<file path="src/rtl/io_bus_fabric.sv">
// IO bus fabric: registered address decode, req/ack handshake to N slave lanes and a shared device tick.
// Optional WAIT-state timeout is compiled in with `define IO_BUS_TIMEOUT_EN.
module io_bus_fabric #(
  parameter int ADDR_W      = 32,
  parameter int DATA_W      = 32,
  parameter int CTRL_W      = 4,
  parameter int N_SLOT      = 3,
  parameter int DEV_LSB     = 4,
  parameter int DEV_W       = 4,
  parameter logic [(N_SLOT-1)*DEV_W-1:0] SLOT_CODES = {4'h6, 4'h0},
  parameter int IO_PREFIX_W = 20,
  parameter int DEV_DIV     = 50000,
  parameter int TIMEOUT_CYC = 255
) (
  input  logic                     clk,
  input  logic                     rst_n,
  input  logic                     m_req,
  input  logic [ADDR_W-1:0]        m_addr,
  input  logic [CTRL_W-1:0]        m_ctrl,
  input  logic [DATA_W-1:0]        m_wdata,
  output logic [DATA_W-1:0]        m_rdata,
  output logic                     m_ack,
  output logic                     m_err,
  output logic [N_SLOT-1:0]        s_sel,
  output logic [ADDR_W-1:0]        s_addr,
  output logic [CTRL_W-1:0]        s_ctrl,
  output logic [DATA_W-1:0]        s_wdata,
  input  logic [N_SLOT*DATA_W-1:0] s_rdata,
  input  logic [N_SLOT-1:0]        s_ack,
  output logic                     dev_tick
);

  localparam logic [1:0] ST_IDLE = 2'd0;
  localparam logic [1:0] ST_WAIT = 2'd1;
  localparam logic [1:0] ST_RESP = 2'd2;

  localparam int TICK_W = (DEV_DIV > 2) ? $clog2(DEV_DIV) : 1;

  logic [1:0]        state_q, state_d;
  logic              err_q;
  logic [N_SLOT-1:0] sel_q;
  logic [ADDR_W-1:0] addr_q;
  logic [CTRL_W-1:0] ctrl_q;
  logic [DATA_W-1:0] wdata_q;
  logic [DATA_W-1:0] rdata_q;
  logic [TICK_W-1:0] tick_cnt_q;
  logic              tick_q;

  logic [N_SLOT-1:0] hit;
  logic              mapped;
  logic              ack_sel;
  logic [DATA_W-1:0] rdata_sel;
  logic              timeout;

  // Decode: outside the IO window is RAM; inside, code bit 0 is a don't-care and the lowest slot wins.
  always_comb begin
    hit = '0;
    if (!(&m_addr[ADDR_W-1 -: IO_PREFIX_W])) begin
      hit[0] = 1'b1;
    end else begin
      for (int k = N_SLOT - 1; k >= 1; k--) begin
        if (m_addr[DEV_LSB+DEV_W-1:DEV_LSB+1] == SLOT_CODES[(k-1)*DEV_W+1 +: DEV_W-1]) begin
          hit    = '0;
          hit[k] = 1'b1;
        end
      end
    end
  end

  assign mapped  = |hit;
  assign ack_sel = |(s_ack & sel_q);

  always_comb begin
    rdata_sel = '0;
    for (int i = 0; i < N_SLOT; i++) begin
      if (sel_q[i]) rdata_sel = rdata_sel | s_rdata[i*DATA_W +: DATA_W];
    end
  end

`ifdef IO_BUS_TIMEOUT_EN
  localparam int TO_W = $clog2(TIMEOUT_CYC + 1);
  logic [TO_W-1:0] to_cnt_q;

  assign timeout = (to_cnt_q == TO_W'(TIMEOUT_CYC - 1));

  always_ff @(posedge clk or negedge rst_n) begin
    if (!rst_n) begin
      to_cnt_q <= '0;
    end else if (state_q != ST_WAIT || ack_sel) begin
      to_cnt_q <= '0;
    end else if (!timeout) begin
      to_cnt_q <= to_cnt_q + 1'b1;
    end
  end
`else
  assign timeout = 1'b0;
`endif

  always_comb begin
    state_d = state_q;
    case (state_q)
      ST_IDLE: if (m_req) state_d = mapped ? ST_WAIT : ST_RESP;
      ST_WAIT: if (ack_sel || timeout) state_d = ST_RESP;
      ST_RESP: state_d = ST_IDLE;
      default: state_d = ST_IDLE;
    endcase
  end

  always_ff @(posedge clk or negedge rst_n) begin
    if (!rst_n) begin
      state_q <= ST_IDLE;
      err_q   <= 1'b0;
      sel_q   <= '0;
      addr_q  <= '0;
      ctrl_q  <= '0;
      wdata_q <= '0;
      rdata_q <= '0;
    end else begin
      state_q <= state_d;
      case (state_q)
        ST_IDLE: begin
          if (m_req && mapped) begin
            sel_q   <= hit;
            addr_q  <= m_addr;
            ctrl_q  <= m_ctrl;
            wdata_q <= m_wdata;
            err_q   <= 1'b0;
          end else if (m_req) begin
            err_q   <= 1'b1;
            rdata_q <= '0;
          end
        end
        ST_WAIT: begin
          // A same-cycle ack takes priority over timeout expiry.
          if (ack_sel) begin
            rdata_q <= rdata_sel;
            sel_q   <= '0;
            err_q   <= 1'b0;
          end else if (timeout) begin
            rdata_q <= '0;
            sel_q   <= '0;
            err_q   <= 1'b1;
          end
        end
        default: ;
      endcase
    end
  end

  // Free-running divider; the pulse is registered so the first one lands DEV_DIV cycles after release.
  always_ff @(posedge clk or negedge rst_n) begin
    if (!rst_n) begin
      tick_cnt_q <= '0;
      tick_q     <= 1'b0;
    end else begin
      tick_q     <= (tick_cnt_q == TICK_W'(DEV_DIV - 1));
      tick_cnt_q <= (tick_cnt_q == TICK_W'(DEV_DIV - 1)) ? '0 : tick_cnt_q + 1'b1;
    end
  end

  assign m_ack    = (state_q == ST_RESP) && !err_q;
  assign m_err    = (state_q == ST_RESP) &&  err_q;
  assign m_rdata  = rdata_q;
  assign s_sel    = sel_q;
  assign s_addr   = addr_q;
  assign s_ctrl   = ctrl_q;
  assign s_wdata  = wdata_q;
  assign dev_tick = tick_q;

endmodule
</file>
<file path="config.mk">
export PLATFORM = sky130hd
export DESIGN_NAME = io_bus_fabric
export DESIGN_NICKNAME = d
export VERILOG_FILES = /design/src/rtl/io_bus_fabric.sv
export SDC_FILE = /design/constraint.sdc
export NUM_CORES = 1
export LEC_CHECK = 0
export CORE_AREA = 3 3 137 139
export CTS_CLUSTER_DIAMETER = 200
export DETAILED_ROUTE_END_ITERATION = 12
export DIE_AREA = 0 0 140 142
export MAX_ROUTING_LAYER = met4
export PLACE_DENSITY = 0.65
export SLEW_MARGIN = 0
export SYNTH_ARGS = -nofsm -noshare
export SYNTH_HDL_FRONTEND = slang
export SYNTH_SLANG_ARGS = --single-unit
</file>
<file path="constraint.sdc">
create_clock -name clk -period 2.2 [get_ports clk]
set_clock_uncertainty 0.1 [all_clocks]
set_input_delay 0.44 -clock clk [delete_from_list [all_inputs] [get_ports clk]]
set_output_delay 0.44 -clock clk [all_outputs]
set_load 0.02 [all_outputs]
</file>
* After elaboration in Yosys (flattened, before gate mapping)
Cells that the tools add are included.
** Storage, ports and cells
- Register bits :: 123
- Output and inout bits :: 106
** Operators by class
- Add/subtract/negate cells :: 1
- Equality and inequality tests :: 9
- Muxes and demuxes :: 23
- Bitwise gates (word level) :: 3
- Reduce and logical (&&, ||, !) cells :: 15
** Operators by type and width (number)
- $mux W32 :: 6
- $or A32 B32 Y32 :: 2
- $pmux W32 S2 :: 1
- $reduce_and A20 Y1 :: 1
- $add A16 B1 Y16 const B :: 1
- $eq A16 B16 Y1 const B :: 1
- $mux W16 :: 1
- $mux W3 :: 4
- $mux W2 :: 4
- $ne A2 B2 Y1 const B :: 4
- $pmux W3 S2 :: 1
- $reduce_and A3 Y1 :: 2
- $reduce_or A3 Y1 :: 2
- $mux W1 :: 4
- $pmux W2 S2 :: 1
- $reduce_and A2 Y1 :: 2
- $reduce_and A4 Y1 :: 1
- $and A3 B3 Y3 :: 1
- $eq A3 B2 Y1 const B :: 1
- $logic_and A1 B1 Y1 :: 3
- $logic_not A3 Y1 :: 1
- $ne A3 B3 Y1 const B :: 1
- $eq A2 B1 Y1 const B :: 1
- $eq A2 B2 Y1 const B :: 1
- other kinds (4) :: 4

* Longest topological paths before layout
- Word-level depth :: 8
- Gate-level depth with buffers :: 8
- Mapped depth without buffers :: 5

* Least setup slack after synthesis
Ideal clock, no wire load.
- Path type :: flip-flop to flip-flop
- From :: register sel_q[0], in the netlist s_sel[0]
- To :: register rdata_q[23], in the netlist m_rdata[23]
- Library setup time :: 119 ps
- Arrival time :: 1718 ps
- Required time :: 1981 ps
- Slack :: 263 ps
- Stages on the path, launching flop included :: 9
- Buffers on the path :: 4
- Period minus slack after synthesis :: 1937 ps
- Path through :: dfrtp_1 > buf_4 > a222oi_1 > buf_6 > a211o_1 > buf_4 > buf_6 > a21oi_1 > a21bo_2
** Between the ends
- Word-level cells in the longest chain between the ends :: 7
- Elaborated cells on any way between the ends :: 11
- Those cells by class :: 1 x eq/ne; 5 x mux; 3 x bitwise; 2 x reduce/logical
** Ends and longest elaborated chain
- from (decl) :: line 41 : logic [N_SLOT-1:0] sel_q;
- from (signal assigned) :: line 123 : sel_q <= hit;
- $mux W32 :: line 76 : if (sel_q[i]) rdata_sel = rdata_sel | s_rdata[i*DATA_W +: DATA_W];
- $or A32 B32 Y32 :: line 76
- $mux W32 :: line 76
- $or A32 B32 Y32 :: line 76
- $mux W32 :: line 76
- $mux W32 :: line 135 : if (ack_sel) begin
- $pmux W32 S2 :: line 120 : case (state_q)
- to (signal assigned) :: line 136 : rdata_q <= rdata_sel;
- to (decl) :: line 45 : logic [DATA_W-1:0] rdata_q;
Parallel ways exist; a longest one is shown, timed or not. The select of a mux whose other input is x is not followed.
A chain may end at the register's enable or synchronous reset.

* Final worst setup path
- From :: input port m_addr[6]
- To :: register wdata_q[23], in the netlist s_wdata[23]
** Between the ends
- Word-level cells in the longest chain between the ends :: 7
- Elaborated cells on any way between the ends :: 9
- Those cells by class :: 1 x eq/ne; 4 x mux; 4 x reduce/logical
** Ends and longest elaborated chain
- from (decl) :: line 18 : input logic [ADDR_W-1:0] m_addr,
- $eq A3 B2 Y1 :: line 62 : if (m_addr[DEV_LSB+DEV_W-1:DEV_LSB+1] == SLOT_CODES[(k-1)*DEV_W+1 +: DEV_W-1]) begin
- $mux W3 :: line 62
- $mux W3 * :: line 62
- $mux W2 :: line 58 : if (!(&m_addr[ADDR_W-1 -: IO_PREFIX_W])) begin
- $reduce_or A3 Y1 * :: line 70 : assign mapped = |hit;
- $logic_and A1 B1 Y1 * :: line 122 : if (m_req && mapped) begin
- $reduce_and A2 Y1 (no source line) *
- to (signal assigned) :: line 126 : wdata_q <= m_wdata;
- to (decl) :: line 44 : logic [DATA_W-1:0] wdata_q;
Every way passes the cells marked *; elsewhere a longest branch is shown, timed or not.

==> metrics <==
outcome completed; initial antenna violation count 0; Final Util 0.524; Int Pwr 7.87 mW; Horiz. Die Dim 140 um; Bufs and invs on worst path 2; H-Tree Depth 4; Core Region 17800 um2; final WL 16900 um; most common cell after layout, fill and taps aside clkdlybuf4s50_1; compound-gate portion of the synthesized area 0.163; Clk Latency, worst-skew pair 0.41 ns; Area Growth Syn to Fin 66.3%; Longest Clk Path Bufs 2; Worst Setup Path Type in -> reg; maximum VDD drop 0.768 mV; asr flop ratio synth 1.00; worst-path cell chain clkdlybuf4s50_1, xnor2_1, a211oi_2, a21boi_4, buf_12, mux2_2; via/cell ratio 5.04; Tightest Hold Check Type in -> async; IO Count 276; Seq/Total Area, Yosys 0.550; Tmin final 2.07 ns; cell family with most CP delay buffers and inverters; gr usage total 0.174; Cell Area, Synth 5600 um2; routed length per instance 17.4 um; NetSw 4.02 mW; largest net degree at the start of global routing 63; post-synthesis mux area share 0.142; power per cell area 1280 nW/um2; CTS tree yes; most frequent cells in the layout clkdlybuf4s50_1 (269), dfrtp_1 (123), mux2_2 (65), nor3_1 (36); period utilization 0.942; crit path max-delay cell type clkdlybuf4s50_1; clk slew on worst S/H paths 0.06 ns; layout cells sized above 1 0.198; Crit Path Max Fanout 56; Design Power 11.9 mW; DPL Wire Length 12900 um; Slew @ Worst Pin 0.481 ns; Mapped Cells 445; switching share of power 0.338; grt ovf 0; Synth Flop Type dfrtp_1; simple-gate share of the synthesized area 0.0856; RSZ-0062 raised after global routing no; Synth area leaders dfrtp_1 (55%), mux2_2 (13%), a222oi_1 (5.9%); Max Cap Viol 0; row count 49; Hold Vio Cnt, Final 0; Die Area 19900 um2; PortBufs 275; combinational family with the most area after synthesis compound AO/OA/AOI/OAI gates; Nets 901; Crit path required time 2.38 ns; total CTS buffers 17; Slew HR 0.679; Initial Util 0.315; post-CTS setup repair buffer count 0; post-synthesis adder-cell area fraction 0.00223; CTS root buffer clkbuf_16; Slew Limit Fails 0; first-pass GRT wire length 27200 um; leading area contributor after synthesis dfrtp_1; critical path endpoint category flip-flop; LEAKAGE 3.88 nW; Synth Area in XOR/XNOR 0.0172; Initial DRC Count 254; Placer Congestion 0.931; Die Height 142 um; Seq pwr share 0.307; slowest cell delay on critical path 0.44 ns; via count 4899; Setup Viol. Count Final 0; top-area cell type share of the netlist area 0.550; FMAX 483 MHz; Finished Layout Cells 972; drt first pass iters 6; synthesized flop and latch total 123; crit path DAT 2.26 ns; clock power share 0.234; ANT nets after route 0; TritonCTS sink count 123; Antenna diodes 0; TNS Setup 0 ns; library cells used by synthesis 38; Startpoint Class input pin; DP Cell Count 939; synth warn 0; Avg Cell Area, Syn 12.6 um2; Residual DRC 0; Synthesized Nets 616; vias in the first global route 5245; logic gate share of total power 0.459; Post-synth EDFFs 0
## Yosys cell counts, types with 5 or more instances
| cell type | instances |
|---|---|
| nand4_1 | 10 |
| clkbuf_1 | 16 |
| xor2_1 | 5 |
| a222oi_1 | 33 |
| o21ai_0 | 6 |
| nor3_1 | 36 |
| buf_2 | 10 |
| xnor2_1 | 6 |
| and3_1 | 5 |
| a21bo_2 | 25 |
| a21bo_1 | 7 |
| nand2_1 | 7 |
| buf_6 | 7 |
| mux2_2 | 65 |
| nor2_1 | 11 |
| a21oi_1 | 33 |
| dfrtp_1 | 123 |
## registers in the layout, indices dropped and copies added (netlist names)
name	count
m_rdata	32
s_addr	32
s_wdata	32
tick_cnt_q	16
s_ctrl	4
s_sel	3
state_q	2
dev_tick	1
err_q	1
## final timing paths
path	start	to	slack [ns]	cells past startpoint
setup / recovery	m_addr[6]	s_wdata[23]	0.13	6
max in group asynchronous	rst_n	s_addr[27]	1.07	3
hold / removal	rst_n	m_rdata[10]	0.35	2
hold reg to reg	tick_cnt_q[0]	tick_cnt_q[0]	0.38	1
min in group clk	tick_cnt_q[0]	tick_cnt_q[0]	0.38	1
setup reg to reg	state_q[0]	s_wdata[23]	0.26	4
## power groups by stage
| stage | Sequential, mW | Clock (mW) | Combinational [mW] |
|---|---|---|---|
| after floorplan | 4.63 | 0 | 1.92 |
| after CTS | 3.67 | 2.87 | 5.53 |
| after global placement | 3.64 | 0 | 5.42 |
| final | 3.65 | 2.79 | 5.46 |
| after global routing | 3.76 | 3.00 | 5.78 |
| after detailed placement | 3.68 | 0 | 5.51 |
## per-layer routing
metal  routed length [um]  GRT usage  up-vias  part of all wire
li1                     -          -     2286                 -
met2                 8570      0.296      206              0.51
met5                    0          -        -                 0
met4                  225     0.0495        0             0.013
met3                 1340     0.0544       16             0.079
met1                 6790      0.200     2391              0.40
## repair_timing
action                                  in CTS  in global routing
resized for setup                            4                  2
hold buffers                                 1                  0
endpoints found under the hold margin       10                  0
endpoints found under the setup margin       3                  2
## layout make-up
type	count	area, um2
Inverter	4	15.0
Fill cell	1550	8460
Sequential cell	123	3080
Clock buffer	22	454
Clock inverter	10	143
Tap cell	229	287
Timing Repair Buffer	302	3040
Multi-Input combinational cell	282	2300
## through the flow
step           area (um2)  hold slack (ns)  worst slack, ns
2_1_floorplan        5600           0.0444            0.263
3_3_place_gp         8700            0.199           -0.246
3_5_place_dp         8700            0.200           -0.299
4_1_cts              9310            0.315           0.0109
5_1_grt              9320            0.334           0.0529
6_report             9320            0.345            0.129
## cell families (layout without fill, tap and decap cells)
kind of cell	after synthesis	count (layout)
buffers and inverters	40	338
DFF	123	123
muxes	71	71
AOI/OAI and AO/OA	111	111
adders and majority gates	1	1
xor gates and xnor gates	11	11
and+or+nand+nor	88	88
## worst register-to-register path, stage by stage, from the launching register on
cell	delay (ns)
dfrtp_1	0.43
nor3b_1	0.30
a21boi_4	0.27
buf_12	0.29
mux2_2	0.44
(Power assumes the default switching activity.)
